<file path="src/rtl/sync_fifo_pkg.sv">
// Shared helpers for the synchronous/asynchronous FIFO family: pointer width
// derivation and threshold sanity checking.
package sync_fifo_pkg;

    // Pointers and level carry one extra bit so full and empty stay distinguishable.
    function automatic int unsigned ptr_width(input int unsigned addr_width);
        return addr_width + 1;
    endfunction

    function automatic bit thresh_ok(input int unsigned addr_width,
                                     input int unsigned afull_thresh,
                                     input int unsigned aempty_thresh);
        int unsigned depth;
        depth = 1 << addr_width;
        return (afull_thresh >= 1) && (afull_thresh <= depth) && (aempty_thresh <= depth - 1);
    endfunction

endpackage

</file>
<file path="src/rtl/fifo_regfile.sv">
// DEPTH x DATA_WIDTH storage: one synchronous write port, one combinational
// read port, no reset.
module fifo_regfile #(
    parameter int unsigned DATA_WIDTH = 8,
    parameter int unsigned ADDR_WIDTH = 4
) (
    input  logic                  clk_i,
    input  logic                  we_i,
    input  logic [ADDR_WIDTH-1:0] waddr_i,
    input  logic [DATA_WIDTH-1:0] wdata_i,
    input  logic [ADDR_WIDTH-1:0] raddr_i,
    output logic [DATA_WIDTH-1:0] rdata_o
);

    logic [DATA_WIDTH-1:0] mem_q [2**ADDR_WIDTH];

    always_ff @(posedge clk_i) begin
        if (we_i) begin
            mem_q[waddr_i] <= wdata_i;
        end
    end

    assign rdata_o = mem_q[raddr_i];

endmodule

</file>
<file path="src/rtl/sync_fifo_flags.sv">
// Show-ahead synchronous FIFO with level output and almost-full/almost-empty flags.
// Define SYNC_FIFO_ERR_FLAG_EN to add sticky overflow/underflow outputs.
module sync_fifo_flags
    import sync_fifo_pkg::*;
#(
    parameter int unsigned DATA_WIDTH    = 8,
    parameter int unsigned ADDR_WIDTH    = 4,
    parameter int unsigned AFULL_THRESH  = 12,
    parameter int unsigned AEMPTY_THRESH = 2
) (
    input  logic                  clk,
    input  logic                  rst_n,
    input  logic                  clear,
    input  logic                  push,
    input  logic                  pop,
    input  logic [DATA_WIDTH-1:0] data_in,
    output logic [DATA_WIDTH-1:0] data_out,
    output logic                  empty,
    output logic                  full,
    output logic                  almost_empty,
    output logic                  almost_full,
    output logic [ADDR_WIDTH:0]   level
`ifdef SYNC_FIFO_ERR_FLAG_EN
    ,
    output logic                  overflow,
    output logic                  underflow
`endif
);

    localparam int unsigned PW    = ptr_width(ADDR_WIDTH);
    localparam int unsigned DEPTH = 1 << ADDR_WIDTH;

    if (!thresh_ok(ADDR_WIDTH, AFULL_THRESH, AEMPTY_THRESH)) begin : g_bad_params
        $error("sync_fifo_flags: AFULL_THRESH/AEMPTY_THRESH out of range");
    end

    logic [PW-1:0]         wr_ptr_q, wr_ptr_d;
    logic [PW-1:0]         rd_ptr_q, rd_ptr_d;
    logic [PW-1:0]         level_q, level_d;
    logic                  push_ok, pop_ok;
    logic [DATA_WIDTH-1:0] rdata;

    assign empty        = (level_q == '0);
    assign full         = (level_q == PW'(DEPTH));
    assign almost_empty = (level_q <= PW'(AEMPTY_THRESH));
    assign almost_full  = (level_q >= PW'(AFULL_THRESH));
    assign level        = level_q;
    assign data_out     = empty ? '0 : rdata;

    // A pop on a full FIFO frees the slot the simultaneous push needs.
    assign pop_ok  = pop & ~empty;
    assign push_ok = push & (~full | pop_ok);

    always_comb begin
        wr_ptr_d = wr_ptr_q;
        rd_ptr_d = rd_ptr_q;
        level_d  = level_q;
        if (clear) begin
            wr_ptr_d = '0;
            rd_ptr_d = '0;
            level_d  = '0;
        end else begin
            if (push_ok) wr_ptr_d = wr_ptr_q + 1'b1;
            if (pop_ok)  rd_ptr_d = rd_ptr_q + 1'b1;
            if (push_ok && !pop_ok) begin
                level_d = level_q + 1'b1;
            end else if (pop_ok && !push_ok) begin
                level_d = level_q - 1'b1;
            end
        end
    end

    always_ff @(posedge clk or negedge rst_n) begin
        if (!rst_n) begin
            wr_ptr_q <= '0;
            rd_ptr_q <= '0;
            level_q  <= '0;
        end else begin
            wr_ptr_q <= wr_ptr_d;
            rd_ptr_q <= rd_ptr_d;
            level_q  <= level_d;
        end
    end

    fifo_regfile #(
        .DATA_WIDTH(DATA_WIDTH),
        .ADDR_WIDTH(ADDR_WIDTH)
    ) u_regfile (
        .clk_i  (clk),
        .we_i   (push_ok & ~clear),
        .waddr_i(wr_ptr_q[ADDR_WIDTH-1:0]),
        .wdata_i(data_in),
        .raddr_i(rd_ptr_q[ADDR_WIDTH-1:0]),
        .rdata_o(rdata)
    );

`ifdef SYNC_FIFO_ERR_FLAG_EN
    logic overflow_q, underflow_q;

    always_ff @(posedge clk or negedge rst_n) begin
        if (!rst_n) begin
            overflow_q  <= 1'b0;
            underflow_q <= 1'b0;
        end else if (clear) begin
            overflow_q  <= 1'b0;
            underflow_q <= 1'b0;
        end else begin
            if (push && full && !pop) overflow_q  <= 1'b1;
            if (pop && empty)         underflow_q <= 1'b1;
        end
    end

    assign overflow  = overflow_q;
    assign underflow = underflow_q;
`endif

    a_level_matches_ptrs: assert property (@(posedge clk) disable iff (!rst_n)
        level_q == PW'(wr_ptr_q - rd_ptr_q));

endmodule

</file>
<file path="config.mk">
export PLATFORM = sky130hd
export DESIGN_NAME = sync_fifo_flags
export DESIGN_NICKNAME = d
export VERILOG_FILES = /design/src/rtl/sync_fifo_pkg.sv /design/src/rtl/fifo_regfile.sv /design/src/rtl/sync_fifo_flags.sv
export SDC_FILE = /design/constraint.sdc
export NUM_CORES = 1
export LEC_CHECK = 0
export CAP_MARGIN = 20
export CORE_MARGIN = 2
export CORE_UTILIZATION = 37
export CTS_CLUSTER_DIAMETER = 200
export CTS_CLUSTER_SIZE = 24
export DETAILED_ROUTE_END_ITERATION = 8
export SETUP_SLACK_MARGIN = 0.3
export SYNTH_ARGS = -nofsm -noshare
export SYNTH_HDL_FRONTEND = slang
export SYNTH_HIERARCHICAL = 1
export SYNTH_SLANG_ARGS = --single-unit
export TNS_END_PERCENT = 30
</file>
<file path="constraint.sdc">
create_clock -name clk -period 6.5 [get_ports clk]
set_clock_uncertainty 0.2 [all_clocks]
set_input_delay 1.625 -clock clk [delete_from_list [all_inputs] [get_ports clk]]
set_output_delay 1.625 -clock clk [all_outputs]
set_load 0.01 [all_outputs]
</file>
# ---- After elaboration in Yosys (flattened, before gate mapping)
# Memory sizes are Yosys's and may differ from the RTL's.
# Index checks and enable logic that the tools add are counted.
dict set report op_classes {
  addsub 4
  magnitude_cmp 2
  n_eq_ne 1
  n_mux 10
  n_bitwise 7
  n_reduce_logical 8
}
# cell count
set op_table {}
lappend op_table {{$mux W5} 7}
lappend op_table {{$add A5 B1 Y5 const B} 3}
lappend op_table {{$mux W8} 1}
lappend op_table {{$eq A5 B5 Y1 const B} 1}
lappend op_table {{$ge A5 B4 Y1 const B} 1}
lappend op_table {{$le A5 B2 Y1 const B} 1}
lappend op_table {{$logic_not A5 Y1} 1}
lappend op_table {{$sub A5 B1 Y5 const B} 1}
lappend op_table {{$reduce_bool A2 Y1} 2}
lappend op_table {{$and A1 B1 Y1} 3}
lappend op_table {{$not A1 Y1} 3}
lappend op_table {{$reduce_bool A3 Y1} 1}
lappend op_table {{$logic_and A1 B1 Y1} 2}
lappend op_table {{$logic_not A1 Y1} 2}
lappend op_table {{$mux W1} 2}
lappend op_table {{$or A1 B1 Y1} 1}
dict set report totals {
  reg_bits 15
  ramBits 128
  inputBits 13
  n_memories 1
}
# memory words word_bits rd rd_clocked_by_memory_dff wr line_no
set memory_table {}
lappend memory_table {u_regfile.mem_q 16 8 1 0 1 fifo_regfile.sv:15} ;# logic [DATA_WIDTH-1:0] mem_q [2**ADDR_WIDTH];

# ---- Longest topological paths before layout
# Gate-level depths: netlist of the first run.
dict set report logic_depth {
  ltp_word 10
  depth_mapped 9
  depth_no_buf 8
}

# ---- By module
# Netlist of the first run, hierarchy kept.
# module n_inst cells_per_inst area_each_um2 seq_area_each_um2
set modules_own_cells {}
lappend modules_own_cells {fifo_regfile 1 221 4987.3 3843.7}
lappend modules_own_cells {sync_fifo_flags 1 103 954.7 325.3}

# ---- Worst setup path before layout of the first run
# No wires, ideal clock.
dict set report synth_path {
  path_kind {in2reg}
  from {input port pop}
  to {memory u_regfile.mem_q[0][0], enable pin}
  arrival_ps 3375
  t_required_ps 5917
  slack_ps 2542
  path_stages 5
  n_path_buf 1
  cell_sequence {clkbuf_1 > o31ai_4 > nor2_1 > or3b_2 > nor3_1}
}
dict set report synth_via {
  elab_chain_cells 6
}
# element line_no
set synth_lines {}
lappend synth_lines {{start, declared} sync_fifo_flags.sv:15} ;# input logic pop,
lappend synth_lines {{$and A1 B1 Y1} sync_fifo_flags.sv:51} ;# assign pop_ok = pop & ~empty;
lappend synth_lines {{$or A1 B1 Y1} sync_fifo_flags.sv:52} ;# assign push_ok = push & (~full | pop_ok);
lappend synth_lines {{$and A1 B1 Y1} sync_fifo_flags.sv:52}
lappend synth_lines {{$and A1 B1 Y1} sync_fifo_flags.sv:90} ;# .we_i (push_ok & ~clear),
lappend synth_lines {{$mux W1} fifo_regfile.sv:18} ;# if (we_i) begin
lappend synth_lines {{$mux W1 (not written as such)} fifo_regfile.sv:19} ;# mem_q[waddr_i] <= wdata_i;
lappend synth_lines {{end, declared} fifo_regfile.sv:15}
# Every way passes these cells.

# ---- Final worst setup path of the first run
dict set report layout_path {
  from {register rd_ptr_q[0]}
  to {output port data_out[3]}
}
dict set report layout_via {
  elab_chain_cells 2
}
# element line_no
set layout_lines {}
lappend layout_lines {{start, declared} sync_fifo_flags.sv:38} ;# logic [PW-1:0] rd_ptr_q, rd_ptr_d;
lappend layout_lines {{start signal, assigned} sync_fifo_flags.sv:80} ;# rd_ptr_q <= rd_ptr_d;
lappend layout_lines {{$mem_v2 Z16 W8} -}
lappend layout_lines {{named net rdata[3]} sync_fifo_flags.sv:41} ;# logic [DATA_WIDTH-1:0] rdata;
lappend layout_lines {{$mux W8} sync_fifo_flags.sv:48} ;# assign data_out = empty ? '0 : rdata;
lappend layout_lines {{end, declared} sync_fifo_flags.sv:17} ;# output logic [DATA_WIDTH-1:0] data_out,
# The timed path passes the listed nets, and every way through them passes these cells.

==> flow_summary.toml, run 1 <==
[floorplan]
io_pins = 30
die_w_um = 131
die_h_um = 131
start_util_pct = 37.7
fp.dieArea_sq_um = 17100
rows = 46
coreArea_sq_um = 15800

[clock_network]
cts_buffers = 17
hold_buffers = 0
root_buffer = "clkbuf_16"
postCtsSetupRepairBufs = 0
cts.path.max_buffers = 2
cts_resized = 0
htree_num_levels = 4
worstSkewPairLatency_ps = 410
clkSlewWorstSetupHoldPaths_ps = 60
tritoncts = "done"
clock-sinks = 141

[yosys]
yosys_register_bits = 141
synth_xor_area_share_pct = 0.884
synth_compound_area_share_pct = 5.60
yosys.area_share.adder_pct = 1.39
synthArstFlopShare_pct = 9.22
synth_ff_type = "edfxtp_1"
syn_area_sq_um = 5940
yosys.area_share.simple_pct = 6.25
synth_cell_types = 47
syn-num-nets = 343
synth_edf_count = 128
netlist_instances = 324
syn_avg_cell_area_sq_um = 18.3
synth_top_family_by_area = "multiplexers"
yosysSeqAreaShare_pct = 70.2
yosys_warnings = 6
synthMuxAreaShare_pct = 13.5

[sta]
slew_viol_final = 0
fin_crit_ps = 4970
setup_violations = 0
finalHoldViolations = 0
finalSetupTns_ps = 0
relSlewSlack_pct = 28.3
max_slew.worst_pin.slew_ps = 1070
hold_ws_ps = 434
max_freq_mhz = 201
grt_setup_unrepaired = "no"
fin_crit_sh_pct = 76.4

[worst_setup_path]
crit_path_cell_trace = "buf_4 > mux4_1 > a22oi_1 > nand2_1 > and2_1 > clkdlybuf4s50_1"
critical-path-max-stage-delay_ps = 820
crit_path_max_fanout = 23
r2r_slack_ps = 3410
endpoint_kind = "output pin"
cp.arrival_ps = 3140
crit_type = "register to output pin"
r2r_cells = 6
required_ps = 4680
reg2reg_to = "u_regfile/mem_q[0][3]"
slowest_stage = "dfrtp_2"
r2r-start = "level[0]"
startpoint_type = "register"

[power_and_ir_drop]
leakage_nw = 2.28
p_sw_w = 0.000724
pwr-share-clk_pct = 32.2
p_seq_share_pct = 42.6
combPwrFrac_pct = 25.2
ir_drop_mv = 0.231
power-per-cell-area_nw_per_um2 = 377
swShare_pct = 27.7
p_int_w = 0.00189

[grt]
track_usage_pct = 15.1
antenna_found_initial = 0
grt_pass1_vias = 3128
overflow = 0
grt_max_degree = 36
grt_pass1_wl_um = 18000

[run]
maxCapViolCount = 0

[detailed_routing]
drc = 0
avgRoutedWirePerCell_um = 20.0
antenna_left = 0
via_per_inst = 5.30
finalWirelength_um = 11800
drtIter0Drc = 188
vias = 3126
drtPass1Iterations = 4

[place]
place_congestion = 0.768
numPortBuffers = 29
post_dp_cell_area_sq_um = 6420
dp_hpwl_um = 7440

[min_path]
hp-class = "register to register"
min_to = "wr_ptr_q[2]"
min_from = "wr_ptr_q[2]"
whs_path_depth = 2

[cells_and_area]
final_core_util_pct = 44.0
final_cell_area_sq_um = 6940
area_growth_pct = 16.8
drive_gt1_share_pct = 15.3
final_nets = 379

[run_status]
run_status = "complete, no violations"
[cells in the final DEF (no fill, tap or decap), types with 9 or more instances in the layout]
master           instances
edfxtp_1               128
mux4_1                  14
nor2_1                  21
a22oi_1                 16
nand2_1                 12
and2_1                   9
dfrtp_1                 11
clkbuf_16               17
mux4_2                  18
clkdlybuf4s50_1         29
nor3_1                   9
[logic make-up after synthesis]
| kind of cell | count (synthesis) |
|---|---|
| adder cells (fa/ha/maj) | 6 |
| flip-flops | 141 |
| buffers and inverters | 19 |
| multiplexers | 35 |
| AND/OR/NAND/NOR | 75 |
| AO/OA/AOI/OAI | 42 |
| XOR/XNOR | 6 |
[cell type report]
class | instances | area (sq um)
timing repair buffer | 33 | 318
inverter | 3 | 12.5
multi-input combinational | 164 | 1650
fill | 1407 | 8830
clock inverter | 12 | 78.8
antenna | 1 | 2.50
clock buffer | 20 | 437
tap | 216 | 270
sequential | 141 | 4170
[routing by layer]
layer	vias to the layer above	routed length (um)	track usage, %
met2	107	5460	23.0
met3	24	520	3.58
li1	1402	-	-
met1	1593	5480	20.2
met5	-	0	0
met4	0	319	7.95
[cells in the mapped netlist, drive strengths merged (2+ instances only)]
cell type	count	area [sq um]
mux2i	2	20.0
ha	5	62.6
nand3	8	40.0
a211oi	2	15.0
o21ai	2	13.8
edfxtp	128	3840
dfrtp	13	325
and3	2	12.5
buf	8	67.6
a21oi	8	40.0
clkdlybuf4s25	3	30.0
nand2b	4	25.0
nand3b	3	22.5
o311ai	2	25.0
o211a	2	27.5
clkbuf	5	18.8
a22oi	16	120
nand2	12	45.0
inv	2	7.51
nor2	21	78.8
o211ai	3	22.5
or2	2	12.5
xor2	6	52.6
and2	9	56.3
nor3	10	50.1
mux4	32	773
[power by group through the flow]
stage / combinational [W] / sequential, W / clock [W]
2_1_floorplan: 0.000494 / 0.00107 / 0
3_3_place_gp: 0.000655 / 0.00114 / 0
3_5_place_dp: 0.000665 / 0.00113 / 0
4_1_cts: 0.000668 / 0.00112 / 0.000857
5_1_grt: 0.000718 / 0.00113 / 0.000895
6_report: 0.000660 / 0.00111 / 0.000844
[worst max path at each step]
stage,from,slack (ps),depth (start not counted),end
3_3_place_gp,pop,1890,5,u_regfile/mem_q[0][4]
4_1_cts,rd_ptr_q[0],1460,6,data_out[3]
2_1_floorplan,pop,2540,5,u_regfile/mem_q[0][0]
3_5_place_dp,pop,1740,5,u_regfile/mem_q[0][5]
5_1_grt,rd_ptr_q[0],1320,6,data_out[3]
6_report,rd_ptr_q[0],1530,6,data_out[3]
[sequential cells by signal, indices dropped and copies added (netlist names)]
signal           cells
wr_ptr_q             4
u_regfile/mem_q    128
level                5
rd_ptr_q             4
[per-stage QoR]
stage	setup WS [ps]	cells	power, W
finish	1530	590	0.00262
global route	1320	589	0.00274
CTS	1460	588	0.00264
detailed placement	1740	556	0.00180
global placement	1890	556	0.00179
floorplan	2540	324	0.00157
[critical path, delay by kind of cell (launching register included)]
family	cells	cell delay (ps)
buffers and inverters	2	860
flip-flops	1	820
multiplexers	1	600
AND/OR/NAND/NOR	2	230
AO/OA/AOI/OAI	1	200
(Power assumes the default switching activity.)
==> run 2, diff against run 1 <==
Clock period 6.5 ns to 4.9 ns, I/O delays scaled along.
==> flow_summary.toml, run 2 (synthesized netlist as in run 1, its figures left out) <==
[detailed_routing]
drtPass1Iterations = 4
finalWirelength_um = 12200
vias = 3127
drtIter0Drc = 198
avgRoutedWirePerCell_um = 20.4
via_per_inst = 5.22
drc = 0
antenna_left = 0

[cells_and_area]
area_growth_pct = 19.2
multi_input_area_sq_um = 1640
drive_gt1_share_pct = 18.3
final_nets = 389
diodes = 0
regArea_sq_um = 4170
num-fill-cells = 1413
final_cell_area_sq_um = 7080
largest_register = "u_regfile/mem_q"
final_common_cell = "edfxtp_1"
largest_register_ffs = 128
layout_common_cells = "edfxtp_1 (128), clkdlybuf4s50_1 (29), nor2_1 (21)"
fin_cells = 599

[place]
numPortBuffers = 29
post_dp_cell_area_sq_um = 6500
place_congestion = 0.757
dp_hpwl_um = 7830
placed_cells = 567

[floorplan]
rows = 46
start_util_pct = 37.7
io_pins = 30
die_w_um = 131
coreArea_sq_um = 15800
fp.dieArea_sq_um = 17100
die_h_um = 131

[clock_network]
cts.path.max_buffers = 2
worstSkewPairLatency_ps = 410
clock-sinks = 141
clkSlewWorstSetupHoldPaths_ps = 60
root_buffer = "clkbuf_16"
htree_num_levels = 4
postCtsSetupRepairBufs = 0
tritoncts = "done"
cts_buffers = 17
hold_buffers = 0
cts_resized = 0

[sta]
setup_violations = 0
fin_crit_sh_pct = 85.2
finalSetupTns_ps = 0
finalHoldViolations = 0
grt_setup_unrepaired = "no"
max_slew.worst_pin.slew_ps = 875
max_freq_mhz = 240
slew_viol_final = 0
fin_crit_ps = 4170
relSlewSlack_pct = 41.4

[worst_setup_path]
r2r-start = "level[0]"
cp.arrival_ps = 2750
r2r_slack_ps = 1840
crit_type = "register to output pin"
endpoint_kind = "output pin"
reg2reg_to = "u_regfile/mem_q[3][2]"
r2r_cells = 5
startpoint_type = "register"
required_ps = 3470
crit_path_max_fanout = 31
startpoint = "rd_ptr_q[0]"
cp-endpoint = "data_out[1]"

[run]
maxCapViolCount = 0

[grt]
antenna_found_initial = 1
grt_busiest_layer = "met2"
met1_usage_pct = 19.2
gr-usage-met3_pct = 3.99
use_met2_pct = 27.4
overflow = 0
grt_pass1_vias = 3296
track_usage_pct = 15.7
grt_max_degree = 33
grt_pass1_wl_um = 19000

[min_path]
hp-class = "register to register"

[power_and_ir_drop]
power-per-cell-area_nw_per_um2 = 510
leakage_nw = 2.35
ir_drop_mv = 0.392

[run_status]
run_status = "complete, no violations"
run 2: cell types whose count changed in the layout (fill, tap and decap cells not counted), sizes merged:
| cell | delta |
|---|---|
| inv | +2 |
| clkbuf | -1 |
| clkinv | -7 |
| diode | -1 |
| bufinv | +1 |
| buf | +11 |
| clkinvlp | +4 |
run 2: layout make-up:
type / count / share of cell area, %
Tap cell: 216 / 3.82
Timing Repair Buffer: 43 / 5.76
Inverter: 3 / 0.177
Multi-Input combinational cell: 164 / 23.2
Clock inverter: 12 / 1.96
Clock buffer: 20 / 6.17
Sequential cell: 141 / 58.9
run 2: worst max-delay path, cell delays in order (launching register included):
cell and delay [ps]:
dfrtp_2 450, buf_12 280, mux4_1 630, a22oi_1 260, nand2_1 90, and2_1 140
clkdlybuf4s50_1 470
run 2: metal layers:
layer / vias up / share of wire (%)
met5: - / 0
met3: 9 / 4.7
met4: 0 / 1.1
li1: 1411 / -
met1: 1635 / 42
met2: 72 / 52
run 2: through the flow:
stage               hold slack, ps  worst slack, ps  util (%)  power, W
global route                   443              545      44.9   0.00378
detailed placement             402              794      41.2   0.00241
floorplan                      346             1340         -   0.00208
CTS                            410              667      44.9   0.00365
finish                         404              725      44.9   0.00361
global placement               383              897      41.2   0.00240
run 2: worst min-delay path by stage:
stage,start,end,slack (ps),depth (start not counted)
after CTS,rd_ptr_q[1],rd_ptr_q[1],410,2
after detailed placement,rd_ptr_q[1],rd_ptr_q[1],400,2
after floorplan,rd_ptr_q[3],rd_ptr_q[3],350,2
after global placement,rd_ptr_q[1],rd_ptr_q[1],380,2
final,rd_ptr_q[1],rd_ptr_q[1],400,2
after global routing,rd_ptr_q[1],rd_ptr_q[1],440,2
run 2: power by group:
part	switching (W)	total (W)	leakage, nW	internal (W)
sequential	0.0000650	0.00142	1.33	0.00135
clock	0.000479	0.00123	0.267	0.000752
combinational	0.000471	0.000964	0.753	0.000494
total	0.00101	0.00361	2.35	0.00260
